### config.mk
export PLATFORM = sky130hd
export DESIGN_NAME = tiny_riscv_lsu_flat
export DESIGN_NICKNAME = d
export VERILOG_FILES = /design/src/rtl/tiny_riscv_pkg.sv /design/src/rtl/tiny_riscv_lsu_if.sv /design/src/rtl/tiny_riscv_lsu_align.sv /design/src/rtl/tiny_riscv_lsu.sv /design/src/flat_wrapper.sv
export SDC_FILE = /design/constraint.sdc
export NUM_CORES = 1
export LEC_CHECK = 0
export CAP_MARGIN = 20
export CORE_MARGIN = 1
export CORE_UTILIZATION = 52
export DETAILED_ROUTE_END_ITERATION = 8
export MAX_ROUTING_LAYER = met4
export PLACE_DENSITY = 0.95
export SYNTH_ARGS = -nofsm -noshare
export SYNTH_HDL_FRONTEND = slang
export SYNTH_SLANG_ARGS = --single-unit
### constraint.sdc
create_clock -name i_Clk -period 5.45 [get_ports i_Clk]
set_clock_uncertainty 0.2 [all_clocks]
set_input_delay 1.09 -clock i_Clk [delete_from_list [all_inputs] [get_ports i_Clk]]
set_output_delay 1.09 -clock i_Clk [all_outputs]
set_load 0.01 [all_outputs]
### src/rtl/tiny_riscv_pkg.sv
// Shared definitions for the tiny RISC-V core: funct3 / opcode constants,
// LSU state encoding, the latched request payload and decode helpers.
package tiny_riscv_pkg;

    localparam int unsigned XLEN = 32;

    localparam logic [2:0] F3_B  = 3'b000;
    localparam logic [2:0] F3_H  = 3'b001;
    localparam logic [2:0] F3_W  = 3'b010;
    localparam logic [2:0] F3_BU = 3'b100;
    localparam logic [2:0] F3_HU = 3'b101;

    localparam logic [6:0] OPC_LOAD  = 7'b0000011;
    localparam logic [6:0] OPC_STORE = 7'b0100011;

    typedef enum logic [1:0] {
        LSU_IDLE  = 2'd0,
        LSU_ISSUE = 2'd1,
        LSU_WAIT  = 2'd2,
        LSU_RESP  = 2'd3
    } lsu_state_t;

    typedef struct packed {
        logic            we;
        logic [2:0]      funct3;
        logic [XLEN-1:0] addr;
        logic [XLEN-1:0] wdata;
    } lsu_req_t;

    // Stores only have B/H/W; loads add the unsigned B/H variants.
    function automatic logic f3_legal(input logic we, input logic [2:0] f3);
        if (we) begin
            return (f3 == F3_B) || (f3 == F3_H) || (f3 == F3_W);
        end
        return (f3 == F3_B) || (f3 == F3_H) || (f3 == F3_W) ||
               (f3 == F3_BU) || (f3 == F3_HU);
    endfunction

    function automatic logic is_misaligned(input logic [2:0] f3, input logic [1:0] off);
        case (f3[1:0])
            2'b01:   return off[0];
            2'b10:   return |off;
            default: return 1'b0;
        endcase
    endfunction

endpackage

### src/rtl/tiny_riscv_lsu_if.sv
// Core request/response and data-RAM bus of the LSU.
// master: the core and RAM side; slave: the LSU itself.
interface tiny_riscv_lsu_if;
    logic        req_valid;
    logic        req_ready;
    logic        req_we;
    logic [2:0]  req_funct3;
    logic [31:0] req_addr;
    logic [31:0] req_wdata;
    logic        rsp_valid;
    logic [31:0] rsp_rdata;
    logic        rsp_err;
    logic [31:0] mem_addr;
    logic [31:0] mem_wdata;
    logic [3:0]  mem_wmask;
    logic        mem_rstrb;
    logic [31:0] mem_rdata;
    logic        mem_ack;

    modport master (
        output req_valid, req_we, req_funct3, req_addr, req_wdata, mem_rdata, mem_ack,
        input  req_ready, rsp_valid, rsp_rdata, rsp_err,
               mem_addr, mem_wdata, mem_wmask, mem_rstrb
    );

    modport slave (
        input  req_valid, req_we, req_funct3, req_addr, req_wdata, mem_rdata, mem_ack,
        output req_ready, rsp_valid, rsp_rdata, rsp_err,
               mem_addr, mem_wdata, mem_wmask, mem_rstrb
    );
endinterface

### src/rtl/tiny_riscv_lsu_align.sv
// Byte-lane steering: store mask / replicated data and load extraction.
// Offsets are forced to natural alignment for the access size.
module tiny_riscv_lsu_align
    import tiny_riscv_pkg::*;
(
    input  logic [1:0]  offset,
    input  logic [2:0]  funct3,
    input  logic [31:0] store_data,
    input  logic [31:0] ram_word,
    output logic [3:0]  wmask_c,
    output logic [31:0] wdata_c,
    output logic [31:0] load_data_c
);

    logic [1:0]  eff_off;
    logic [31:0] word_sh;

    always_comb begin
        eff_off     = offset;
        wmask_c     = '0;
        wdata_c     = '0;
        load_data_c = '0;
        case (funct3[1:0])
            2'b01:   eff_off = {offset[1], 1'b0};
            2'b10:   eff_off = 2'b00;
            default: ;
        endcase
        word_sh = ram_word >> {eff_off, 3'b000};
        case (funct3)
            F3_B: begin
                wmask_c     = 4'b0001 << eff_off;
                wdata_c     = {4{store_data[7:0]}};
                load_data_c = {{24{word_sh[7]}}, word_sh[7:0]};
            end
            F3_H: begin
                wmask_c     = 4'b0011 << eff_off;
                wdata_c     = {2{store_data[15:0]}};
                load_data_c = {{16{word_sh[15]}}, word_sh[15:0]};
            end
            F3_W: begin
                wmask_c     = 4'b1111;
                wdata_c     = store_data;
                load_data_c = word_sh;
            end
            F3_BU:   load_data_c = {24'h0, word_sh[7:0]};
            F3_HU:   load_data_c = {16'h0, word_sh[15:0]};
            default: ;
        endcase
    end

endmodule

### src/rtl/tiny_riscv_lsu.sv
// Load/store unit: one request at a time, word-aligned RAM access with
// byte-lane masks, timeout abort. Build option: LSU_MISALIGN_TRAP_EN.
module tiny_riscv_lsu
    import tiny_riscv_pkg::*;
#(
    parameter int unsigned TIMEOUT_CYCLES = 15
) (
    input  logic              i_Clk,
    input  logic              i_Rst_N,
    tiny_riscv_lsu_if.slave   bus
);

    localparam int unsigned CNT_W = $clog2(TIMEOUT_CYCLES + 1);

    lsu_state_t       state;
    lsu_req_t         req_q;
    lsu_req_t         req_in;
    lsu_req_t         cur;
    logic [CNT_W-1:0] cnt;

    logic        ready_q;
    logic        rsp_valid_q;
    logic        rsp_err_q;
    logic [31:0] rsp_rdata_q;
    logic [31:0] mem_wdata_q;
    logic [3:0]  mem_wmask_q;
    logic        mem_rstrb_q;

    logic        accept;
    logic        reject_c;
    logic [3:0]  wmask_c;
    logic [31:0] wdata_c;
    logic [31:0] load_data_c;

    assign req_in = '{we: bus.req_we, funct3: bus.req_funct3,
                      addr: bus.req_addr, wdata: bus.req_wdata};
    // Steer lanes from the incoming request at accept, from the latch afterwards.
    assign cur    = (state == LSU_IDLE) ? req_in : req_q;
    assign accept = bus.req_valid && ready_q;

`ifdef LSU_MISALIGN_TRAP_EN
    assign reject_c = !f3_legal(req_in.we, req_in.funct3) ||
                      is_misaligned(req_in.funct3, req_in.addr[1:0]);
`else
    assign reject_c = !f3_legal(req_in.we, req_in.funct3);
`endif

    tiny_riscv_lsu_align u_align (
        .offset      (cur.addr[1:0]),
        .funct3      (cur.funct3),
        .store_data  (cur.wdata),
        .ram_word    (bus.mem_rdata),
        .wmask_c     (wmask_c),
        .wdata_c     (wdata_c),
        .load_data_c (load_data_c)
    );

    always_ff @(posedge i_Clk) begin
        if (!i_Rst_N) begin
            state       <= LSU_IDLE;
            req_q       <= '0;
            cnt         <= '0;
            ready_q     <= 1'b1;
            rsp_valid_q <= 1'b0;
            rsp_err_q   <= 1'b0;
            rsp_rdata_q <= '0;
            mem_wdata_q <= '0;
            mem_wmask_q <= '0;
            mem_rstrb_q <= 1'b0;
        end else begin
            case (state)
                LSU_IDLE: begin
                    if (accept) begin
                        req_q   <= req_in;
                        ready_q <= 1'b0;
                        if (reject_c) begin
                            state       <= LSU_RESP;
                            rsp_valid_q <= 1'b1;
                            rsp_err_q   <= 1'b1;
                            rsp_rdata_q <= '0;
                        end else begin
                            state       <= LSU_ISSUE;
                            cnt         <= CNT_W'(1);
                            mem_wdata_q <= req_in.we ? wdata_c : '0;
                            mem_wmask_q <= req_in.we ? wmask_c : 4'b0000;
                            mem_rstrb_q <= !req_in.we;
                        end
                    end
                end
                LSU_ISSUE, LSU_WAIT: begin
                    mem_wmask_q <= '0;
                    mem_rstrb_q <= 1'b0;
                    // Ack has priority over a timeout in the same cycle.
                    if (bus.mem_ack) begin
                        state       <= LSU_RESP;
                        rsp_valid_q <= 1'b1;
                        rsp_err_q   <= 1'b0;
                        rsp_rdata_q <= req_q.we ? '0 : load_data_c;
                    end else if (cnt >= CNT_W'(TIMEOUT_CYCLES)) begin
                        state       <= LSU_RESP;
                        rsp_valid_q <= 1'b1;
                        rsp_err_q   <= 1'b1;
                        rsp_rdata_q <= '0;
                    end else begin
                        state <= LSU_WAIT;
                        cnt   <= cnt + CNT_W'(1);
                    end
                end
                LSU_RESP: begin
                    state       <= LSU_IDLE;
                    ready_q     <= 1'b1;
                    cnt         <= '0;
                    rsp_valid_q <= 1'b0;
                    rsp_err_q   <= 1'b0;
                    rsp_rdata_q <= '0;
                end
                default: state <= LSU_IDLE;
            endcase
        end
    end

    assign bus.req_ready = ready_q;
    assign bus.rsp_valid = rsp_valid_q;
    assign bus.rsp_err   = rsp_err_q;
    assign bus.rsp_rdata = rsp_rdata_q;
    assign bus.mem_addr  = {req_q.addr[31:2], 2'b00};
    assign bus.mem_wdata = mem_wdata_q;
    assign bus.mem_wmask = mem_wmask_q;
    assign bus.mem_rstrb = mem_rstrb_q;

endmodule

### src/flat_wrapper.sv
// flat-port wrapper written by rule: the top's interface ports become plain ports
module tiny_riscv_lsu_flat import tiny_riscv_pkg::*;
#(
    parameter int unsigned TIMEOUT_CYCLES = 15
)
  (i_Clk, i_Rst_N, bus_req_valid, bus_req_we, bus_req_funct3, bus_req_addr, bus_req_wdata, bus_mem_rdata, bus_mem_ack, bus_req_ready, bus_rsp_valid, bus_rsp_rdata, bus_rsp_err, bus_mem_addr, bus_mem_wdata, bus_mem_wmask, bus_mem_rstrb);
  tiny_riscv_lsu_if bus_i ();
  input  logic i_Clk;
  input  logic i_Rst_N;
  input wire logic [$bits(bus_i.req_valid)-1:0] bus_req_valid;
  input wire logic [$bits(bus_i.req_we)-1:0] bus_req_we;
  input wire logic [$bits(bus_i.req_funct3)-1:0] bus_req_funct3;
  input wire logic [$bits(bus_i.req_addr)-1:0] bus_req_addr;
  input wire logic [$bits(bus_i.req_wdata)-1:0] bus_req_wdata;
  input wire logic [$bits(bus_i.mem_rdata)-1:0] bus_mem_rdata;
  input wire logic [$bits(bus_i.mem_ack)-1:0] bus_mem_ack;
  output wire logic [$bits(bus_i.req_ready)-1:0] bus_req_ready;
  output wire logic [$bits(bus_i.rsp_valid)-1:0] bus_rsp_valid;
  output wire logic [$bits(bus_i.rsp_rdata)-1:0] bus_rsp_rdata;
  output wire logic [$bits(bus_i.rsp_err)-1:0] bus_rsp_err;
  output wire logic [$bits(bus_i.mem_addr)-1:0] bus_mem_addr;
  output wire logic [$bits(bus_i.mem_wdata)-1:0] bus_mem_wdata;
  output wire logic [$bits(bus_i.mem_wmask)-1:0] bus_mem_wmask;
  output wire logic [$bits(bus_i.mem_rstrb)-1:0] bus_mem_rstrb;
  assign bus_i.req_valid = bus_req_valid;
  assign bus_i.req_we = bus_req_we;
  assign bus_i.req_funct3 = bus_req_funct3;
  assign bus_i.req_addr = bus_req_addr;
  assign bus_i.req_wdata = bus_req_wdata;
  assign bus_i.mem_rdata = bus_mem_rdata;
  assign bus_i.mem_ack = bus_mem_ack;
  assign bus_req_ready = bus_i.req_ready;
  assign bus_rsp_valid = bus_i.rsp_valid;
  assign bus_rsp_rdata = bus_i.rsp_rdata;
  assign bus_rsp_err = bus_i.rsp_err;
  assign bus_mem_addr = bus_i.mem_addr;
  assign bus_mem_wdata = bus_i.mem_wdata;
  assign bus_mem_wmask = bus_i.mem_wmask;
  assign bus_mem_rstrb = bus_i.mem_rstrb;
  tiny_riscv_lsu #(.TIMEOUT_CYCLES(TIMEOUT_CYCLES)) u_core (.i_Clk(i_Clk), .i_Rst_N(i_Rst_N), .bus(bus_i));
endmodule
Yosys cells after proc, flatten, opt, wreduce, memory -nomap -nowiden. Cells that the tools add are included.

Add/subtract/negate cells: 1. Magnitude comparators: 1. Eq/ne operators: 19. Shift-type cells: 3. Muxes and demuxes: 41. Reduce and logical (&&, ||, !) cells: 18.

Operators by type and width (count): $mux 32 (6); $pmux 32 s3 (2); $pmux 32 s5 (1); $mux 67 (1); $shr 32x5->32 (1); $mux 4 (7); $pmux 4 s3 (2); $eq 3x3->1 const B (4); $mux 1 (12); $reduce_and 3->1 (3); $ne 2x2->1 const B (4); $pmux 4 s2 (1); $eq 2x2->1 const B (3); $eq 3x1->1 const B (2); $eq 3x2->1 const B (2); $logic_not 3->1 (2); $mux 2 (3); $pmux 1 s3 (2); $pmux 2 s3 (1); $add 4x1->4 const B (1); $eq 2x1->1 const B (2); $ge 4x4->1 const B (1); $logic_or 1x1->1 (4); $pmux 1 s2 (2); 12 further kinds (14).

Bits in registers: 146. Input bits: 104.

Logic depth before layout (Yosys ltp). Gate-level depths: netlist (run 1).

Depth in word-level cells: 10. Gate-level depth with buffers: 15. Mapped depth without buffers: 10.

Cells and area by module. Synthesis (run 1) repeated with hierarchy kept, for this count alone.

Cell total of the unflattened synthesis: 955. Area total of the unflattened synthesis: 7800.0 um^2.

Modules (own cells, without submodules): tiny_riscv_lsu (times used 1, cells an instance 748, area each 6461.2 um^2, sequential area each 2922.8 um^2); tiny_riscv_lsu_align (times used 1, cells an instance 207, area each 1338.8 um^2, sequential area each 0.0 um^2).

Least setup slack after synthesis (run 1). Ideal clock, no wire load.

Path kind: reg2reg. From: register u_core.state[0]. To: register u_core.rsp_rdata_q[23], in the netlist u_core.bus.rsp_rdata[23]. Setup time: 91 ps. Arrival: 2978 ps. Required time: 5159 ps. Path slack: 2181 ps. Cell stages (with the launch flop): 14. Clock period less this slack: 3269 ps. Cell sequence: dfxtp_1 -> inv_1 -> ha_1 -> buf_6 -> buf_4 -> buf_2 -> mux2_2 -> ha_1 -> or2_2 -> nand2_2 -> and3_4 -> o21bai_4 -> buf_4 -> a311oi_1.

Longest elaborated chain between the ends: 9.

Ends and longest elaborated chain: start: declaration (RTL line tiny_riscv_lsu.sv:15) `lsu_state_t state;`; start signal: assignment (RTL line tiny_riscv_lsu.sv:60) `state <= LSU_IDLE;`; start signal: assignment (RTL line tiny_riscv_lsu.sv:77) `state <= LSU_RESP;`; start signal: assignment (RTL line tiny_riscv_lsu.sv:82) `state <= LSU_ISSUE;`; $logic_not 2->1 (RTL line tiny_riscv_lsu.sv:38, tiny_riscv_lsu.sv:71); $mux 67 (RTL line tiny_riscv_lsu.sv:38) `assign cur = (state == LSU_IDLE) ? req_in : req_q;`; $eq 2x2->1 / $eq 2x1->1 (equally long branches) (RTL line tiny_riscv_lsu_align.sv:23) `case (funct3[1:0])`; $pmux 2 s2 (RTL line tiny_riscv_lsu_align.sv:23); $shr 32x5->32 (RTL line tiny_riscv_lsu_align.sv:28) `word_sh = ram_word >> {eff_off, 3'b000};`; $pmux 32 s5 (RTL line tiny_riscv_lsu_align.sv:29) `case (funct3)`; $mux 32 (RTL line tiny_riscv_lsu.sv:98) `rsp_rdata_q <= req_q.we ? '0 : load_data_c;`; $mux 32 (RTL line tiny_riscv_lsu.sv:94) `if (bus.mem_ack) begin`; $pmux 32 s3 (RTL line tiny_riscv_lsu.sv:71) `case (state)`; end signal: assignment (RTL line tiny_riscv_lsu.sv:98); end: declaration (RTL line tiny_riscv_lsu.sv:24) `logic [31:0] rsp_rdata_q;`.

Parallel ways exist; a longest one is shown, timed or not. A chain may end at the register's enable or synchronous reset.

Worst setup path after layout (run 1).
From: input port bus_req_funct3[1]. To: register u_core.rsp_rdata_q[22], in the netlist u_core.bus.rsp_rdata[22].

Longest elaborated chain between the ends: 8.

Ends and longest elaborated chain: start: declaration (RTL line flat_wrapper.sv:12) `input wire logic [$bits(bus_i.req_funct3)-1:0] bus_req_funct3;`; $mux 67, or another cell as far along (RTL line tiny_riscv_lsu.sv:38); $eq 2x2->1, or another cell as far along (RTL line tiny_riscv_lsu_align.sv:23); $pmux 2 s2 / $logic_or 1x1->1 (equally long branches) (RTL line tiny_riscv_lsu_align.sv:23, tiny_riscv_pkg.sv:33, tiny_riscv_pkg.sv:35); $shr 32x5->32 / $logic_or 1x1->1 (equally long branches) (RTL line tiny_riscv_lsu_align.sv:28, tiny_riscv_pkg.sv:35); $pmux 32 s5 / $logic_or 1x1->1 (equally long branches) (RTL line tiny_riscv_lsu_align.sv:29, tiny_riscv_pkg.sv:36); $mux 32 / $mux 1 (equally long branches) (RTL line tiny_riscv_lsu.sv:98, tiny_riscv_pkg.sv:35); $mux 32 / $ne 2x2->1 (equally long branches); $pmux 32 s3 / $reduce_and 3->1 (equally long branches).

Parallel ways exist; a longest one is shown, timed or not. The select of a mux whose other input is x is not followed.

==> results of run 1 <==
-- flip-flops by register name, summed over array words and instances, names as in the netlist --
name / flops
u_core.bus.mem_rstrb: 1
u_core.bus.rsp_rdata: 32
u_core.bus.mem_wdata: 32
u_core.req_q: 38
u_core.bus.rsp_valid: 1
u_core.state: 2
u_core.bus.req_ready: 1
u_core.cnt: 4
u_core.bus.rsp_err: 1
u_core.bus.mem_addr: 30
u_core.bus.mem_wmask: 4
-- final cells by class --
cell class | count | area (um2)
clock buffers | 24 | 512
clock inverters | 8 | 73.8
fillers | 1003 | 3780
inverters | 18 | 70.1
multi-input cells | 602 | 3620
flip-flops and latches | 146 | 2920
well taps | 176 | 220
repair buffers | 217 | 2140
-- worst max-delay path by stage --
stage               depth (start not counted)                    startpoint  slack, ps                               endpoint
floorplan                                  13  u_core.state[0]$_SDFFE_PN0P_       2180  u_core.bus.rsp_rdata[23]$_SDFFE_PN0P_
global placement                            9             bus_req_funct3[1]       1400  u_core.bus.rsp_rdata[29]$_SDFFE_PN0P_
detailed placement                          9             bus_req_funct3[1]       1250  u_core.bus.rsp_rdata[22]$_SDFFE_PN0P_
CTS                                         9             bus_req_funct3[1]       1630  u_core.bus.rsp_rdata[24]$_SDFFE_PN0P_
global route                                9             bus_req_funct3[1]       1440  u_core.bus.rsp_rdata[27]$_SDFFE_PN0P_
finish                                      9             bus_req_funct3[1]       1530  u_core.bus.rsp_rdata[22]$_SDFFE_PN0P_
-- critical path: stages --
cell and delay, ps:
clkdlybuf4s50_1 510, mux2_2 340, ha_1 480, nor2_1 330, nor2_1 90, buf_4 210
a32oi_2 270, nand3_4 310, a311oi_1 380
-- power by group through the flow --
| stage | Sequential [mW] | Clock, mW | Combinational, mW |
|---|---|---|---|
| 2_1_floorplan | 1.32 | 0 | 1.55 |
| 3_3_place_gp | 1.32 | 0 | 2.02 |
| 3_5_place_dp | 1.33 | 0 | 2.07 |
| 4_1_cts | 1.31 | 1.16 | 2.10 |
| 5_1_grt | 1.32 | 1.21 | 2.29 |
| 6_report | 1.31 | 1.15 | 2.14 |
-- layout by cell type, fill, tap and decap left out, types with 25 or more instances in the layout --
cell and instances:
clkdlybuf4s50_1 205, nand2_1 166, dfxtp_1 146, a21oi_1 121, nor2_1 50, o21ai_0 35, mux2i_1 34, a22oi_1 32
a311oi_1 25
-- metal layers --
metal,wire [um],share of wire
met5,0,0
met4,964,0.044
met3,2110,0.096
met2,10600,0.48
met1,8250,0.38
-- logic make-up (layout without fill, tap and decap cells) --
family	after synthesis	after routing	synth area share
other	1	2	0.000524
AND/OR/NAND/NOR	277	277	0.168
flip-flops	146	146	0.408
buffers and inverters	114	267	0.0869
AO/OA/AOI/OAI	261	261	0.229
adder cells (fa/ha/maj)	7	7	0.0122
multiplexers	55	55	0.0948
-- per-stage QoR --
step	setup slack, ps	hold slack (ps)	power [mW]
floorplan	2180	234	2.88
global placement	1400	240	3.34
detailed placement	1250	246	3.40
CTS	1630	254	4.56
global route	1440	272	4.82
finish	1530	251	4.60
==> results.toml, run 1 <==
[route]
drt-initial-drc-count = 744
dr_total_vias = 7208
routedWlPerCell_um = 18.4
ant_nets = 0
wl_mm = 22.0
drc = 0
drt_first_pass_iters = 5
via_per_inst = 6.05

[grt]
grt_max_degree = 76
grtUsageMet2 = 0.505
grt.overflow.total = 0
top_usage_layer = "met2"
antenna_found_initial = 0
use_met3 = 0.0790
met1_usage = 0.366
grt_pass1_wl_mm = 34.1
track_usage = 0.315
grt_pass1_vias = 6740

[setup_path]
rr_endpoint = "u_core.bus.mem_wdata[20]$_SDFFE_PN0P_"
cp.required_ps = 5580
reg2reg_setup_slack_ps = 1730
cp.arrival_ps = 4050
cp_max_fo = 24
crit_type = "in -> reg"
cp-end-kind = "flop"
r2r_cells = 9
cp-start-kind = "input port"
r2r_start = "u_core.state[0]$_SDFFE_PN0P_"

[timing]
max_slew_margin = 0.326
rsz0062_at_grt = "false"
period_needed_ps = 3920
setup_violations = 0
tightest_slew_ps = 1010
fmax_ghz = 0.255
finalCritPeriodShare = 0.719
hold_violations = 0
drv_slew = 0
tns_ps = 0

[clocking]
cts_max_path_buffers = 2
cts_tree = "yes"
cts-root-buf = "clkbuf_16"
clock_latency_ps = 430
cts_made_buffers = 17
post_cts_buffers = 0
cts_resized = 0
cts_max_level = 4
clock_sinks = 146
clk_pin_slew_worst_paths_ps = 60
hold_buffers = 0

[power]
p_comb_frac = 0.465
intPower_mw = 2.74
ir_worst_vdd_mv = 0.300
switching_power_mw = 1.86
swShare = 0.404
power_density_nw_per_um2 = 481
total_leakage_power_nw = 3.47
pwr-share-seq = 0.285
clkPwrFrac = 0.250

[floorplan]
fp.dieW_um = 119
fp.dieH_um = 119
io_pins = 208
die_area_um2 = 14200
row_count = 42
start_util = 0.536
coreArea_um2 = 13300

[logic_synthesis]
yosysMostFrequentCell = "nand2_1"
ys_ff_latch = 146
syn_area_um2 = 7160
synth_top_cell_area_share = 0.408
synth_cells = 861
synth_area_per_cell_um2 = 8.31
synth_edf_count = 0
synth_seq_area_share = 0.408
ys.warnings.count = 0
synth.area.top_cells = "dfxtp_1, nand2_1, a21oi_1"
synth_largest_area_cell = "dfxtp_1"
synth_cell_types = 55
synthTopCellsByCount = "nand2_1, dfxtp_1, a21oi_1, nor2_1, buf_4"
dominantRegCellSynth = "dfxtp_1"
async_flop_share = 0

[finish]
insertedDiodeCount = 0
fin_util = 0.717
layout.nets = 1113
area_delta_synth_final_pct = 33.7
layout-drive-gt1-share = 0.0808
finalInstanceArea_um2 = 9560
fin_cells = 1191

[worst_hold_path]
min_to = "u_core.bus.mem_wdata[27]$_SDFFE_PN0P_"
holdPathStages = 2
min_path_type = "reg -> reg"
min_from = "u_core.bus.mem_wdata[27]$_SDFFE_PN0P_"

[place]
gp_congestion = 0.910
placed_cells = 1159
dp_hpwl_mm = 14.5
post_dp_cell_area_um2 = 8980
portBuffers = 205

[job]
drv_cap = 0

[run_status]
status = "completed"
No activity file was read; power rests on OpenSTA's default activity.
==> run 2, diff against run 1 <==
--- a/config.mk
+++ b/config.mk
@@ -7,10 +7,10 @@
 export LEC_CHECK = 0
 export CAP_MARGIN = 20
 export CORE_MARGIN = 1
-export CORE_UTILIZATION = 52
+export CORE_UTILIZATION = 43
 export DETAILED_ROUTE_END_ITERATION = 8
 export MAX_ROUTING_LAYER = met4
-export PLACE_DENSITY = 0.95
+export PLACE_DENSITY = 0.87
 export SYNTH_ARGS = -nofsm -noshare
 export SYNTH_HDL_FRONTEND = slang
 export SYNTH_SLANG_ARGS = --single-unit
==> constraint.sdc (replaced) <==
create_clock -name i_Clk -period 3.4 [get_ports i_Clk]
set_clock_uncertainty 0.2 [all_clocks]
set_input_delay 0.68 -clock i_Clk [delete_from_list [all_inputs] [get_ports i_Clk]]
set_output_delay 0.68 -clock i_Clk [all_outputs]
set_load 0.01 [all_outputs]
==> run 2 against run 1 <==
- via count down 2.6%
- first-iteration DRC count down 13%
- clock-buffer cell count fell by 2
- combinational power grew 68%
- power grew 65%
- global-route usage fell by 5.0 points
- critical path type is now reg -> reg
- critical path depth did not move
- sequential share of layout area is 0.69 points lower
- die area is 21% higher
- register-to-register slack worse by 1400 ps
- core utilization fell by 11 points
- clock power rose by 63%
==> results.toml, run 2 (same netlist as run 1, synthesis figures left out) <==
[setup_path]
cp-start-kind = "flop"
worstPathBufferInverterCount = 2
cp_top_family = "adder cells"
cp_max_fo = 24
rr_endpoint = "u_core.bus.rsp_rdata[31]$_SDFFE_PN0P_"
critPathSlowestCell = "ha_1"
crit_path_max_incr_delay_ps = 400
cp-end-kind = "flop"
reg2reg_setup_slack_ps = 300
r2r_start = "u_core.state[0]$_SDFFE_PN0P_"
crit_type = "reg -> reg"
r2r_cells = 9
cp_cell_sequence = "inv_1, ha_2, mux2_2, ha_1, buf_4, nand3_1, a32oi_2, nand3_4, a311oi_1"
cp.required_ps = 3530
cp.arrival_ps = 3230

[route]
drt-initial-drc-count = 644
drc = 0
routedWlPerCell_um = 17.8
drt_first_pass_iters = 5
ant_nets = 0
dr_total_vias = 7019
wl_mm = 22.1
via_per_inst = 5.64

[power]
pwr-share-seq = 0.276
power_density_nw_per_um2 = 773
intPower_mw = 4.58
clkPwrFrac = 0.248
p_comb_frac = 0.476
swShare = 0.396
ir_worst_vdd_mv = 0.391
total_leakage_power_nw = 3.56
switching_power_mw = 2.99

[timing]
rsz0062_at_grt = "false"
max_slew_margin = 0.482
fmax_ghz = 0.323
setup_violations = 0
hold_violations = 0
finalCritPeriodShare = 0.911
period_needed_ps = 3100
drv_slew = 0
tightest_slew_ps = 777
tns_ps = 0

[grt]
grt.overflow.total = 0
grt_pass1_vias = 6564
antenna_found_initial = 0
grt_max_degree = 72
track_usage = 0.265
grt_pass1_wl_mm = 33.7

[clocking]
clock_sinks = 146
clock_latency_ps = 430
cts_max_path_buffers = 2
cts_max_level = 4
cts-root-buf = "clkbuf_16"
cts_tree = "yes"
clk_pin_slew_worst_paths_ps = 60
cts_resized = 0
hold_buffers = 0
cts_made_buffers = 17
post_cts_buffers = 0

[floorplan]
die_area_um2 = 17200
start_util = 0.446
fp.dieH_um = 131
row_count = 46
fp.dieW_um = 131
coreArea_um2 = 16100
io_pins = 208

[finish]
insertedDiodeCount = 0
final_cell_mix = "clkdlybuf4s50_1, nand2_1, dfxtp_1, a21oi_1, nor2_1"
layout-drive-gt1-share = 0.0933
nFillCells = 1322
final_common_cell = "clkdlybuf4s50_1"
layout.nets = 1129
area_delta_synth_final_pct = 36.8
finalInstanceArea_um2 = 9790
largest_register_ffs = 38
top_register = "u_core.req_q"

[job]
drv_cap = 0

[worst_hold_path]
min_to = "u_core.bus.mem_addr[9]$_SDFFE_PN0P_"
min_from = "u_core.bus.mem_addr[9]$_SDFFE_PN0P_"
min_path_type = "reg -> reg"
holdPathStages = 2

[place]
post_dp_cell_area_um2 = 9200
dp_hpwl_mm = 15.1
gp_congestion = 0.897
portBuffers = 205

[run_status]
status = "completed"
## run 2: changes by cell type in the layout (fill, tap and decap cells not counted)
cell and delta:
clkinv_4 +1, buf_4 +12, bufinv_16 +1, clkinv_2 -2, clkbuf_8 -2, buf_12 +4
## run 2: worst max-delay path by stage
stage / start / to / slack [ps] / cells after the start
after CTS: u_core.state[0]$_SDFFE_PN0P_ / u_core.bus.rsp_rdata[31]$_SDFFE_PN0P_ / 290 / 9
after detailed placement: bus_req_funct3[1] / u_core.bus.rsp_rdata[31]$_SDFFE_PN0P_ / 20 / 8
after global placement: bus_req_funct3[1] / u_core.bus.rsp_rdata[17]$_SDFFE_PN0P_ / 140 / 8
final: u_core.state[0]$_SDFFE_PN0P_ / u_core.bus.rsp_rdata[31]$_SDFFE_PN0P_ / 300 / 9
after global routing: u_core.state[0]$_SDFFE_PN0P_ / u_core.bus.rsp_rdata[29]$_SDFFE_PN0P_ / 140 / 9
after floorplan: u_core.state[0]$_SDFFE_PN0P_ / u_core.bus.rsp_rdata[24]$_SDFFE_PN0P_ / 130 / 13
## run 2: cell type report
class,instances,area [um2],share of cell area
multi-input cells,602,3620,0.370
well taps,216,270,0.0276
clock inverters,8,103,0.0105
repair buffers,233,2310,0.236
inverters,18,70.1,0.00716
clock buffers,22,484,0.0495
flip-flops and latches,146,2920,0.299
## run 2: power by group through the flow
stage / clock [mW] / combinational [mW] / sequential [mW]
final: 1.88 / 3.60 / 2.09
after CTS: 1.89 / 3.57 / 2.09
after global routing: 1.98 / 3.89 / 2.12
after floorplan: 0 / 2.49 / 2.12
after global placement: 0 / 3.48 / 2.11
after detailed placement: 0 / 3.54 / 2.12
## run 2: worst reg2reg max path, cell delays in order (launching register included)
cell and delay (ps):
dfxtp_1 310, inv_1 90, ha_2 350, mux2_2 400
ha_1 400, buf_4 200, nand3_1 110, a32oi_2 290
nand3_4 290, a311oi_1 360
## run 2: per-stage QoR
stage          setup slack (ps)  power [mW]  hold slack, ps  std cells   util
2_1_floorplan               131        4.61             234        862      -
3_3_place_gp                142        5.59             237       1215  0.573
3_5_place_dp               23.1        5.67             245       1215  0.573
4_1_cts                     292        7.55             253       1245  0.609
5_1_grt                     141        7.98             270       1245  0.609
6_report                    302        7.57             252       1245  0.609
## run 2: per-layer routing
layer / GRT usage / share of wire / vias up
li1: - / - / 3339
met1: 0.311 / 0.40 / 3274
met2: 0.423 / 0.49 / 343
met3: 0.0643 / 0.080 / 63
met4: 0.129 / 0.032 / 0
met5: - / 0 / -
